--- src/rtl/prewitt_window_ctrl_if.sv ---
// prewitt_window_ctrl_if
//
// Bundles every non-clock/reset signal of the Prewitt window controller:
// the frame start/status pair, the input pixel stream, the tap bus to the
// combinational edge core, and the output edge-magnitude stream.
//
// Modports:
//   master - the window controller itself (drives pix_ready, taps,
//            out_* stream, busy, done)
//   slave  - the surrounding system: pixel source, edge core and edge-map
//            writer (drives start, pix_in/pix_valid, edge_in, out_ready)
//
// Signals:
//   start                    one-cycle frame start pulse
//   pix_in / pix_valid       input pixel stream, raster order
//   pix_ready                controller accepts pix_in this cycle
//   p0..p3, p5..p8           3x3 window taps, centre omitted
//   edge_in                  edge core result, combinational from taps
//   out_pix / out_valid      edge magnitude stream
//   out_ready                downstream accepts out_pix
//   out_last                 marks final output of a frame
//   busy / done              frame in progress / frame-complete pulse
interface prewitt_window_ctrl_if;
  logic       start;
  logic [7:0] pix_in;
  logic       pix_valid;
  logic       pix_ready;
  logic [7:0] p0;
  logic [7:0] p1;
  logic [7:0] p2;
  logic [7:0] p3;
  logic [7:0] p5;
  logic [7:0] p6;
  logic [7:0] p7;
  logic [7:0] p8;
  logic [7:0] edge_in;
  logic [7:0] out_pix;
  logic       out_valid;
  logic       out_ready;
  logic       out_last;
  logic       busy;
  logic       done;

  modport master (
    input  start, pix_in, pix_valid, edge_in, out_ready,
    output pix_ready, p0, p1, p2, p3, p5, p6, p7, p8,
    output out_pix, out_valid, out_last, busy, done
  );

  modport slave (
    output start, pix_in, pix_valid, edge_in, out_ready,
    input  pix_ready, p0, p1, p2, p3, p5, p6, p7, p8,
    input  out_pix, out_valid, out_last, busy, done
  );
endinterface

--- src/rtl/prewitt_window_ctrl.sv ---
// prewitt_window_ctrl
//
// Streaming controller that walks a raster-scan 8-bit grayscale frame,
// maintains two line buffers plus a 3x3 tap window, presents the eight
// neighbour taps to an external combinational Prewitt edge core, and
// registers the core's result onto a valid/ready output stream. Only
// interior pixels produce outputs: an IMG_W x IMG_H frame yields
// (IMG_W-2)*(IMG_H-2) results.
//
// Parameters:
//   IMG_W  frame width in pixels (>= 3)
//   IMG_H  frame height in lines (>= 3)
//
// Ports:
//   clk    single clock, all state on the rising edge
//   rst_n  asynchronous active-low reset, aborts any frame in progress
//   bus    prewitt_window_ctrl_if.master (pixel stream in, taps out,
//          edge_in back, edge stream out, start/busy/done)
module prewitt_window_ctrl #(
  parameter int IMG_W = 64,
  parameter int IMG_H = 64
) (
  input  logic                  clk,
  input  logic                  rst_n,
  prewitt_window_ctrl_if.master bus
);

  localparam int CW = $clog2(IMG_W);
  localparam int RW = $clog2(IMG_H);

  localparam logic [CW-1:0] COL_LAST = CW'(IMG_W - 1);
  localparam logic [RW-1:0] ROW_LAST = RW'(IMG_H - 1);
  localparam logic [CW-1:0] COL_TWO  = CW'(2);
  localparam logic [RW-1:0] ROW_TWO  = RW'(2);

  localparam logic [1:0] S_IDLE  = 2'd0;
  localparam logic [1:0] S_RUN   = 2'd1;
  localparam logic [1:0] S_DRAIN = 2'd2;

  logic [1:0]    state;
  logic [CW-1:0] col;
  logic [RW-1:0] row;

  // lb_a holds the previous row, lb_b the row before that, both by column.
  logic [7:0] lb_a [IMG_W];
  logic [7:0] lb_b [IMG_W];

  // t4 is the window centre; the edge core does not need it but the
  // shift still has to carry it from the right column to the left one.
  logic [7:0] t0, t1, t2;
  logic [7:0] t3, t4, t5;
  logic [7:0] t6, t7, t8;

  logic       win_valid;
  logic       win_last;

  logic [7:0] out_pix_q;
  logic       out_valid_q;
  logic       out_last_q;
  logic       busy_q;
  logic       done_q;

  logic       stall;
  logic       pix_ready_c;
  logic       accept;
  logic       col_end;
  logic       row_end;
  logic       last_pix;
  logic       win_ok;
  logic       final_beat;
  logic       drain_empty;

  // The whole pipeline freezes while a registered result waits downstream,
  // so new pixels are refused in exactly those cycles.
  assign stall       = out_valid_q & ~bus.out_ready;
  assign pix_ready_c = (state == S_RUN) & ~stall;
  assign accept      = bus.pix_valid & pix_ready_c;

  assign col_end  = (col == COL_LAST);
  assign row_end  = (row == ROW_LAST);
  assign last_pix = col_end & row_end;

  // A full 3x3 window exists once two rows and two columns precede the
  // accepted pixel; the window is centred one row up and one column left.
  assign win_ok = (row >= ROW_TWO) & (col >= COL_TWO);

  assign final_beat  = out_valid_q & out_last_q & bus.out_ready;
  assign drain_empty = ~win_valid & ~out_valid_q;

  // Frame sequencing: counters, state, busy and the done pulse. done is
  // registered so it appears the cycle after the final beat, together
  // with busy dropping.
  always_ff @(posedge clk or negedge rst_n) begin
    if (!rst_n) begin
      state  <= S_IDLE;
      col    <= '0;
      row    <= '0;
      busy_q <= 1'b0;
      done_q <= 1'b0;
    end else begin
      done_q <= 1'b0;
      case (state)
        S_IDLE: begin
          if (bus.start) begin
            state  <= S_RUN;
            col    <= '0;
            row    <= '0;
            busy_q <= 1'b1;
          end
        end
        S_RUN: begin
          if (accept) begin
            if (col_end) begin
              col <= '0;
              if (row_end) begin
                row   <= '0;
                state <= S_DRAIN;
              end else begin
                row <= row + 1'b1;
              end
            end else begin
              col <= col + 1'b1;
            end
          end
        end
        S_DRAIN: begin
          if (drain_empty | final_beat) begin
            state  <= S_IDLE;
            busy_q <= 1'b0;
            done_q <= 1'b1;
          end
        end
        default: begin
          state <= S_IDLE;
        end
      endcase
    end
  end

  // Line buffers carry no reset; rows are always rewritten before any
  // window that reads them is marked valid.
  always_ff @(posedge clk) begin
    if (accept) begin
      lb_b[col] <= lb_a[col];
      lb_a[col] <= bus.pix_in;
    end
  end

  // Window shift: the left two columns move left, the new right column is
  // two-rows-up, one-row-up and the incoming pixel at the same column.
  always_ff @(posedge clk or negedge rst_n) begin
    if (!rst_n) begin
      t0 <= '0; t1 <= '0; t2 <= '0;
      t3 <= '0; t4 <= '0; t5 <= '0;
      t6 <= '0; t7 <= '0; t8 <= '0;
    end else if (accept) begin
      t0 <= t1; t1 <= t2; t2 <= lb_b[col];
      t3 <= t4; t4 <= t5; t5 <= lb_a[col];
      t6 <= t7; t7 <= t8; t8 <= bus.pix_in;
    end
  end

  // Stage 1 marks that the taps now hold a complete interior window; it
  // holds through a stall because the taps cannot move then either.
  always_ff @(posedge clk or negedge rst_n) begin
    if (!rst_n) begin
      win_valid <= 1'b0;
      win_last  <= 1'b0;
    end else if (!stall) begin
      win_valid <= accept & win_ok;
      win_last  <= accept & win_ok & last_pix;
    end
  end

  // Stage 2 captures the edge core result for the window flagged by
  // stage 1; everything holds while the downstream stalls.
  always_ff @(posedge clk or negedge rst_n) begin
    if (!rst_n) begin
      out_valid_q <= 1'b0;
      out_pix_q   <= '0;
      out_last_q  <= 1'b0;
    end else if (!stall) begin
      out_valid_q <= win_valid;
      out_pix_q   <= bus.edge_in;
      out_last_q  <= win_last;
    end
  end

  assign bus.pix_ready = pix_ready_c;
  assign bus.p0        = t0;
  assign bus.p1        = t1;
  assign bus.p2        = t2;
  assign bus.p3        = t3;
  assign bus.p5        = t5;
  assign bus.p6        = t6;
  assign bus.p7        = t7;
  assign bus.p8        = t8;
  assign bus.out_pix   = out_pix_q;
  assign bus.out_valid = out_valid_q;
  assign bus.out_last  = out_last_q;
  assign bus.busy      = busy_q;
  assign bus.done      = done_q;

endmodule
--- src/flat_wrapper.sv ---
// flat-port wrapper written by rule: the top's interface ports become plain ports
module prewitt_window_ctrl_flat 
#(
  parameter int IMG_W = 64,
  parameter int IMG_H = 64
)
  (clk, rst_n, bus_start, bus_pix_in, bus_pix_valid, bus_edge_in, bus_out_ready, bus_pix_ready, bus_p0, bus_p1, bus_p2, bus_p3, bus_p5, bus_p6, bus_p7, bus_p8, bus_out_pix, bus_out_valid, bus_out_last, bus_busy, bus_done);
  prewitt_window_ctrl_if bus_i ();
  input  logic clk;
  input  logic rst_n;
  input wire logic [$bits(bus_i.start)-1:0] bus_start;
  input wire logic [$bits(bus_i.pix_in)-1:0] bus_pix_in;
  input wire logic [$bits(bus_i.pix_valid)-1:0] bus_pix_valid;
  input wire logic [$bits(bus_i.edge_in)-1:0] bus_edge_in;
  input wire logic [$bits(bus_i.out_ready)-1:0] bus_out_ready;
  output wire logic [$bits(bus_i.pix_ready)-1:0] bus_pix_ready;
  output wire logic [$bits(bus_i.p0)-1:0] bus_p0;
  output wire logic [$bits(bus_i.p1)-1:0] bus_p1;
  output wire logic [$bits(bus_i.p2)-1:0] bus_p2;
  output wire logic [$bits(bus_i.p3)-1:0] bus_p3;
  output wire logic [$bits(bus_i.p5)-1:0] bus_p5;
  output wire logic [$bits(bus_i.p6)-1:0] bus_p6;
  output wire logic [$bits(bus_i.p7)-1:0] bus_p7;
  output wire logic [$bits(bus_i.p8)-1:0] bus_p8;
  output wire logic [$bits(bus_i.out_pix)-1:0] bus_out_pix;
  output wire logic [$bits(bus_i.out_valid)-1:0] bus_out_valid;
  output wire logic [$bits(bus_i.out_last)-1:0] bus_out_last;
  output wire logic [$bits(bus_i.busy)-1:0] bus_busy;
  output wire logic [$bits(bus_i.done)-1:0] bus_done;
  assign bus_i.start = bus_start;
  assign bus_i.pix_in = bus_pix_in;
  assign bus_i.pix_valid = bus_pix_valid;
  assign bus_i.edge_in = bus_edge_in;
  assign bus_i.out_ready = bus_out_ready;
  assign bus_pix_ready = bus_i.pix_ready;
  assign bus_p0 = bus_i.p0;
  assign bus_p1 = bus_i.p1;
  assign bus_p2 = bus_i.p2;
  assign bus_p3 = bus_i.p3;
  assign bus_p5 = bus_i.p5;
  assign bus_p6 = bus_i.p6;
  assign bus_p7 = bus_i.p7;
  assign bus_p8 = bus_i.p8;
  assign bus_out_pix = bus_i.out_pix;
  assign bus_out_valid = bus_i.out_valid;
  assign bus_out_last = bus_i.out_last;
  assign bus_busy = bus_i.busy;
  assign bus_done = bus_i.done;
  prewitt_window_ctrl #(.IMG_W(IMG_W), .IMG_H(IMG_H)) u_core (.clk(clk), .rst_n(rst_n), .bus(bus_i));
endmodule
--- config.mk ---
export PLATFORM = sky130hd
export DESIGN_NAME = prewitt_window_ctrl_flat
export DESIGN_NICKNAME = d
export VERILOG_FILES = /design/src/rtl/prewitt_window_ctrl_if.sv /design/src/rtl/prewitt_window_ctrl.sv /design/src/flat_wrapper.sv
export SDC_FILE = /design/constraint.sdc
export NUM_CORES = 1
export LEC_CHECK = 0
export ABC_AREA = 1
export BUFFER_PORTS_ARGS = -buffer_cell sky130_fd_sc_hd__buf_4
export CORE_MARGIN = 2
export CORE_UTILIZATION = 40
export DETAILED_ROUTE_END_ITERATION = 12
export GPL_TIMING_DRIVEN = 0
export HOLD_SLACK_MARGIN = 0.12
export MAX_ROUTING_LAYER = met4
export PLACE_DENSITY_LB_ADDON = 0.12
export REMOVE_ABC_BUFFERS = 1
export SYNTH_ARGS = -nofsm -noshare
export SYNTH_HDL_FRONTEND = slang
export SYNTH_SLANG_ARGS = --single-unit
export TNS_END_PERCENT = 20
--- constraint.sdc ---
create_clock -name clk -period 2.96 [get_ports clk]
set_clock_uncertainty 0.05 [all_clocks]
set_input_delay 0.296 -clock clk [delete_from_list [all_inputs] [get_ports clk]]
set_output_delay 0.296 -clock clk [all_outputs]
set_load 0.01 [all_outputs]
==> key figures, run 1 <==
Timing
  – Setup TNS: -5.995 ns
  – RSZ-0062 raised after global routing: true
  – Final hold vios: 0
  – Final min period: 3.049 ns
  – Final WS setup: -0.08869 ns
  – Worst-Margin Slew: 1.065 ns
  – Fin. max-slew vios: 0
  – Endpoints failing setup: 120
  – Slew margin rel.: 0.2879
  – Final worst path period share: 1.030
  – Max frequency: 328.0 MHz

Final layout
  – Area Overhead vs Synth: 23.44%
  – Final std cells w/o fill: 6616
  – Fin nets: 4995
  – Top Registers: u_core.lb_a (512), u_core.lb_b (512)
  – Fraction of layout cells with a size suffix above 1: 0.1394
  – Post-route cell area: 58290 sq um
  – Final core occ: 0.4956

Global route
  – Initial antenna violation count: 11
  – Vias in the first global route: 31080
  – GRT Total Usage: 0.2660
  – Global-route wire length before repair: 224500 um
  – Largest net degree at the start of global routing: 111
  – Gr ovfl total: 0

CTS
  – Worst-path clk slew: 0.06 ns
  – Clock Path Buffers: 3
  – Root Driver: clkbuf_16
  – CTS tree: yes
  – CTS sink cnt: 1124
  – CTS Buf Count: 121
  – CTS H-tree lvls: 3
  – Worst skew pair latency: 0.72 ns

Route
  – Met1 WL: 66500 um
  – Routed WL: 161400 um
  – Total iterations of the first detailed-routing run: 6
  – Vias: 34080
  – Initial DRC count: 3767
  – Top sig layer: met4
  – Metal3 WL: 13310 um
  – DR WL/cell: 24.39 um
  – Met2 WL: 75060 um
  – # DRC: 0
  – Vias per Instance: 5.151
  – Routed Antenna Nets: 0

Worst setup path
  – Reg2reg path depth: 9
  – CP dominant cell by count: nand2_1
  – Worst reg-to-reg setup slack: -0.09 ns
  – Startpoint Class: register
  – Critical path origin: u_core.col[4]
  – R2R Path End: u_core.lb_b[2][6]
  – Crit path to: u_core.lb_b[2][6]
  – CP required: 3.31 ns
  – Critical path cell sequence: nand2_1, inv_1, nand2_2, inv_1, nand2_1, nand2_1, nor2_4, buf_12, nand2_8
  – Worst path arrival time: 3.40 ns
  – Worst path max stage delay: 0.51 ns
  – Critical path depth: 9
  – Worst path slowest cell: dfrtp_1
  – CP top delay family: simple AND/OR/NAND/NOR gates
  – FF-to-FF Start: u_core.col[4]
  – Setup Crit Path Kind: register to register
  – Nature of the critical path endpoint: register
  – Crit Path Max Fanout: 18
  – Critical path buffer and inverter count: 3

Yosys
  – Prevailing post-synth register cell: edfxtp_1
  – Number of synthesized register bits: 1124
  – Cell count after synthesis: 4675
  – EDFF count, synth: 1024
  – Post-synth cell types: 34
  – Sequential share of the synthesized area: 0.7042
  – Cell type with the largest total area after synthesis: edfxtp_1
  – FFs w/ async S/R, synth: 0.08897
  – Post-Syn Area: 47220 sq um
  – Top cells by area, synth: edfxtp_1, nand2_1, dfrtp_1, buf_2, nor2_1
  – Syn avg cell area: 10.10 sq um
  – Synth top cells by count: nand2_1, edfxtp_1, buf_2, nor2_1, dfrtp_1
  – YS warnings: 0
  – Count leader, synth: nand2_1
  – Synth top area share: 0.6512

Power
  – Max IR drop VDD: 0.0009703 V
  – PD cells: 1065 nW/um^2
  – Final total power: 62.05 mW
  – Lkg Pwr: 24.66 nW

Placement
  – Final GP Congestion: 0.7964
  – Port bufs: 97
  – Post-DP Area: 50630 sq um
  – HPWL after DPL: 71990 um
  – DP Cell Count: 6169

Outcome
  – Failing checks: negative setup slack
  – Status: finished with violations

Floorplan
  – Initial core utilization: 0.4015
  – Std-Cell Rows: 126
  – I/O pin total: 98
  – Die ar.: 120800 sq um
  – Core area: 117600 sq um
  – Die Span Y: 347.6 um
  – Die W: 347.6 um

Hold path
  – HP Class: input port to register

Run
  – Max Cap Viol: 0
worst min-delay path by stage:
stage / start / end / slack (ns) / depth (start not counted)
floorplan: rst_n / u_core.bus.busy / -0.05 / 0
global placement: u_core.win_valid / u_core.bus.out_valid / 0.40 / 2
detailed placement: rst_n / u_core.bus.p5[4] / 0.12 / 1
CTS: bus_pix_valid / u_core.bus.p7[0] / 0.13 / 4
global route: bus_pix_in[1] / u_core.lb_a[16][1] / 0.17 / 1
finish: bus_pix_in[1] / u_core.lb_a[16][1] / 0.18 / 1
cell usage in the layout, fill, tap and decap left out, types with 3 or more instances in the layout:
cell type | netlist | layout
nor2_2 | 5 | 22
nor3_1 | 8 | 3
buf_4 | 29 | 175
clkbuf_8 | 0 | 8
nor3_4 | 4 | 7
clkbuf_16 | 0 | 134
dlygate4sd3_1 | 0 | 23
bufbuf_16 | 0 | 16
buf_12 | 0 | 36
a21oi_1 | 11 | 10
nand2_8 | 0 | 28
o211ai_1 | 9 | 9
buf_6 | 7 | 15
ha_1 | 4 | 4
inv_6 | 0 | 4
nand3_4 | 0 | 6
clkinv_1 | 0 | 32
dfrtp_4 | 0 | 3
nand2_2 | 1 | 37
nand2_4 | 1 | 16
buf_16 | 0 | 36
inv_2 | 9 | 6
buf_8 | 0 | 55
dfrtp_1 | 100 | 97
edfxtp_1 | 1024 | 1024
bufinv_16 | 0 | 3
clkbuf_1 | 34 | 36
nand3_1 | 18 | 12
o21ai_0 | 60 | 58
nor2_4 | 1 | 70
o21ai_1 | 7 | 8
nand2_1 | 2986 | 2936
inv_1 | 74 | 74
diode_2 | 0 | 8
clkinv_2 | 0 | 18
nor2_1 | 112 | 26
repair_timing:
action                                  4_1_cts  5_1_grt
endpoints found under the hold margin       142        2
gates cloned                                 51       15
gates resized for setup                     203       24
buffers inserted                            110       15
endpoints found under the setup margin     1593      769
hold buffers                                 22        1
pin swaps                                    68       15
metrics by stage:
| stage | hold slack, ns | setup WS [ns] |
|---|---|---|
| 3_5_place_dp | 0.1220 | -3.291 |
| 4_1_cts | 0.1253 | -0.06744 |
| 2_1_floorplan | -0.04959 | -14.98 |
| 5_1_grt | 0.1706 | -0.1032 |
| 6_report | 0.1843 | -0.08869 |
| 3_3_place_gp | 0.4035 | -42.25 |
layer usage:
layer | track usage | vias to the layer above
met2 | 0.4136 | 1410
met4 | 0.09550 | 0
met1 | 0.3541 | 16610
met5 | - | -
li1 | - | 15760
met3 | 0.04371 | 297
cell type report:
type / instances / area (sq um)
diodes: 8 / 20.02
multi-input cells: 3270 / 13940
clock buffers: 169 / 3373
repair inverters: 4 / 40.04
well taps: 1536 / 1922
clock inverters: 56 / 337.8
fillers: 10540 / 59320
inverters: 84 / 392.9
repair buffers: 365 / 4996
flip-flops and latches: 1124 / 33260
kinds of logic after synthesis:
kind of cell	after synthesis	synth area share
AO/OA/AOI/OAI	94	0.01076
flip-flops	1124	0.7042
buffers and inverters	310	0.03135
XOR/XNOR	1	0.0001855
adder cells (fa/ha/maj)	4	0.001060
AND/OR/NAND/NOR	3142	0.2525
report_power, final:
part	total [mW]	internal (mW)	switching, mW
Sequential	21.5	21.1	0.436
Combinational	26.2	7.28	19.0
Clock	14.3	8.14	6.18
Total	62.1	36.5	25.6
(Power assumes the default switching activity.)
==> inputs of run 2 (changes only) <==
--- a/config.mk
+++ b/config.mk
@@ -14,6 +14,7 @@
 export HOLD_SLACK_MARGIN = 0.12
 export MAX_ROUTING_LAYER = met4
 export PLACE_DENSITY_LB_ADDON = 0.12
+export RECOVER_POWER = 50
 export REMOVE_ABC_BUFFERS = 1
 export SYNTH_ARGS = -nofsm -noshare
 export SYNTH_HDL_FRONTEND = slang
==> run 2 against run 1 <==
The flow finishes with violations (max-capacitance violations, max-slew violations, negative setup slack); first-iteration DRC count increased by 1.2%; clock-buffer cell count did not move; global-route usage unchanged; register-to-register slack improved by 0.04 ns; total power fell by 0.68%; wire length is essentially flat; non-clock buffer count is the same; critical path type unchanged; sequential share of layout area rose by 0.76 points; sequential power hardly changed; maximum frequency rose by 1.2%; flip-flop and latch count unchanged; largest power group unchanged.
==> key figures, run 2 (synthesized netlist as in run 1, its figures left out) <==
Outcome
  – Status: finished with violations
  – Failing checks: max-capacitance violations, max-slew violations, negative setup slack

Final layout
  – Top Registers: u_core.lb_a (512), u_core.lb_b (512)
  – Fraction of layout cells with a size suffix above 1: 0.1193
  – Post-route cell area: 57520 sq um
  – Fin nets: 4995
  – Area Overhead vs Synth: 21.81%
  – Commonest non-fill, non-tap cell in the layout: nand2_1
  – Commonest cells after routing, fill and taps aside: nand2_1, edfxtp_1, clkbuf_16

CTS
  – Worst-path clk slew: 0.06 ns
  – CTS tree: yes
  – CTS Buf Count: 121
  – Clock Path Buffers: 3
  – Root Driver: clkbuf_16
  – Worst skew pair latency: 0.72 ns
  – CTS sink cnt: 1124
  – CTS H-tree lvls: 3

Route
  – Vias per Instance: 5.154
  – DR WL/cell: 24.40 um
  – Initial DRC count: 3812
  – # DRC: 0
  – Routed WL: 161400 um
  – Routed Antenna Nets: 0
  – Total iterations of the first detailed-routing run: 6
  – Vias: 34090

Placement
  – Port bufs: 97
  – Post-DP Area: 50630 sq um
  – HPWL after DPL: 71990 um
  – Final GP Congestion: 0.7964

Timing
  – Slew margin rel.: -0.3153
  – Fin. max-slew vios: 464
  – Worst-Margin Slew: 1.973 ns
  – RSZ-0062 raised after global routing: true
  – Endpoints failing setup: 76
  – Final min period: 3.012 ns
  – Max frequency: 332.0 MHz
  – Final hold vios: 0
  – Final WS setup: -0.05183 ns
  – Final worst path period share: 1.018

Power
  – Final total power: 61.63 mW
  – Max IR drop VDD: 0.0009634 V
  – PD cells: 1071 nW/um^2
  – Lkg Pwr: 24.26 nW

Worst setup path
  – CP dominant cell by count: inv_1
  – Setup Crit Path Kind: register to register
  – Critical path cell sequence: inv_1, nor2_4, inv_1, nor2_2, buf_8
  – Critical path buffer and inverter count: 3
  – Nature of the critical path endpoint: register
  – Startpoint Class: register
  – CP top delay family: buffers and inverters
  – Worst path arrival time: 3.38 ns
  – Reg2reg path depth: 5
  – Crit Path Max Fanout: 17
  – CP required: 3.33 ns
  – Worst path max stage delay: 0.66 ns
  – Critical path depth: 5
  – Worst path slowest cell: dfrtp_1

Global route
  – Vias in the first global route: 31080
  – Gr ovfl total: 0
  – Largest net degree at the start of global routing: 111
  – Initial antenna violation count: 11
  – Global-route wire length before repair: 224500 um
  – GRT Total Usage: 0.2660

Floorplan
  – Initial core utilization: 0.4015
  – Die Span Y: 347.6 um
  – Die W: 347.6 um
  – Core area: 117600 sq um
  – Std-Cell Rows: 126
  – I/O pin total: 98
  – Die ar.: 120800 sq um

Hold path
  – HP Class: register to register
  – Hold depth: 2

Run
  – Max Cap Viol: 7
[run 2: cell types whose count changed in the layout (fill, tap and decap cells not counted), moves of 10 or more]
cell,change
nor2_2,+10
clkbuf_4,+10
clkbuf_1,+84
buf_8,-10
clkbuf_2,+22
buf_4,-101
nor2_4,-21
nor2_1,+11
[run 2: cell type report]
class	instances	area, sq um
Sequential cell	1124	33260
Clock inverter	56	337.8
Timing Repair inverter	4	40.04
Antenna cell	6	15.01
Fill cell	10710	60090
Timing Repair Buffer	365	4436
Tap cell	1536	1922
Multi-Input combinational cell	3270	13740
Inverter	84	392.9
Clock buffer	169	3373
[run 2: where the power goes]
part | internal, mW | switching (mW) | total (mW)
combinational | 6.95 | 18.9 | 25.8
sequential | 21.1 | 0.428 | 21.5
clock | 8.14 | 6.19 | 14.3
[run 2: routing by layer]
| layer | up-vias | track usage | share of wire |
|---|---|---|---|
| li1 | 15730 | - | - |
| met1 | 16640 | 0.3541 | 0.41 |
| met2 | 1398 | 0.4136 | 0.46 |
| met3 | 329 | 0.04371 | 0.081 |
| met4 | 0 | 0.09550 | 0.042 |
| met5 | - | - | 0 |
[run 2: what timing repair did]
item | CTS | global route
endpoints found under the hold margin | 142 | 2
setup buffers | 110 | 15
gates resized for setup | 203 | 24
hold buffers | 22 | 1
setup endpoints to repair | 1593 | 769
pin swaps | 68 | 15
cloned | 51 | 15
[run 2: worst register-to-register path, delay by kind of cell, from the launching register on]
kind	cells	cell delay, ns
buffers and inverters	3	1.01
and+or+nand+nor	2	0.99
DFF	1	0.66
[run 2: per-stage QoR]
stage	std cells	hold slack [ns]	setup WS (ns)	setup TNS [ns]	utilization
after floorplan	4449	-0.04959	-14.98	-	-
after global placement	6082	0.4035	-42.25	-	0.4142
after detailed placement	6169	0.1220	-3.291	-3523.16	0.4305
after CTS	6577	0.1253	-0.06744	-3.293	0.4908
after global routing	6611	0.4499	-0.1032	-14.90	0.4890
final	6614	0.4273	-0.05183	-1.491	0.4891
[run 2: final timing paths]
path	from	end	slack, ns
min	u_core.bus.p0[7]	u_core.bus.p0[7]	0.43
max reg2reg	u_core.col[3]	u_core.lb_b[14][7]	-0.05
min reg2reg	u_core.bus.p0[7]	u_core.bus.p0[7]	0.43
max	u_core.col[3]	u_core.lb_b[14][7]	-0.05
max in group asynchronous	rst_n	u_core.bus.p0[7]	0.68
min in group asynchronous	rst_n	u_core.bus.p6[4]	1.17
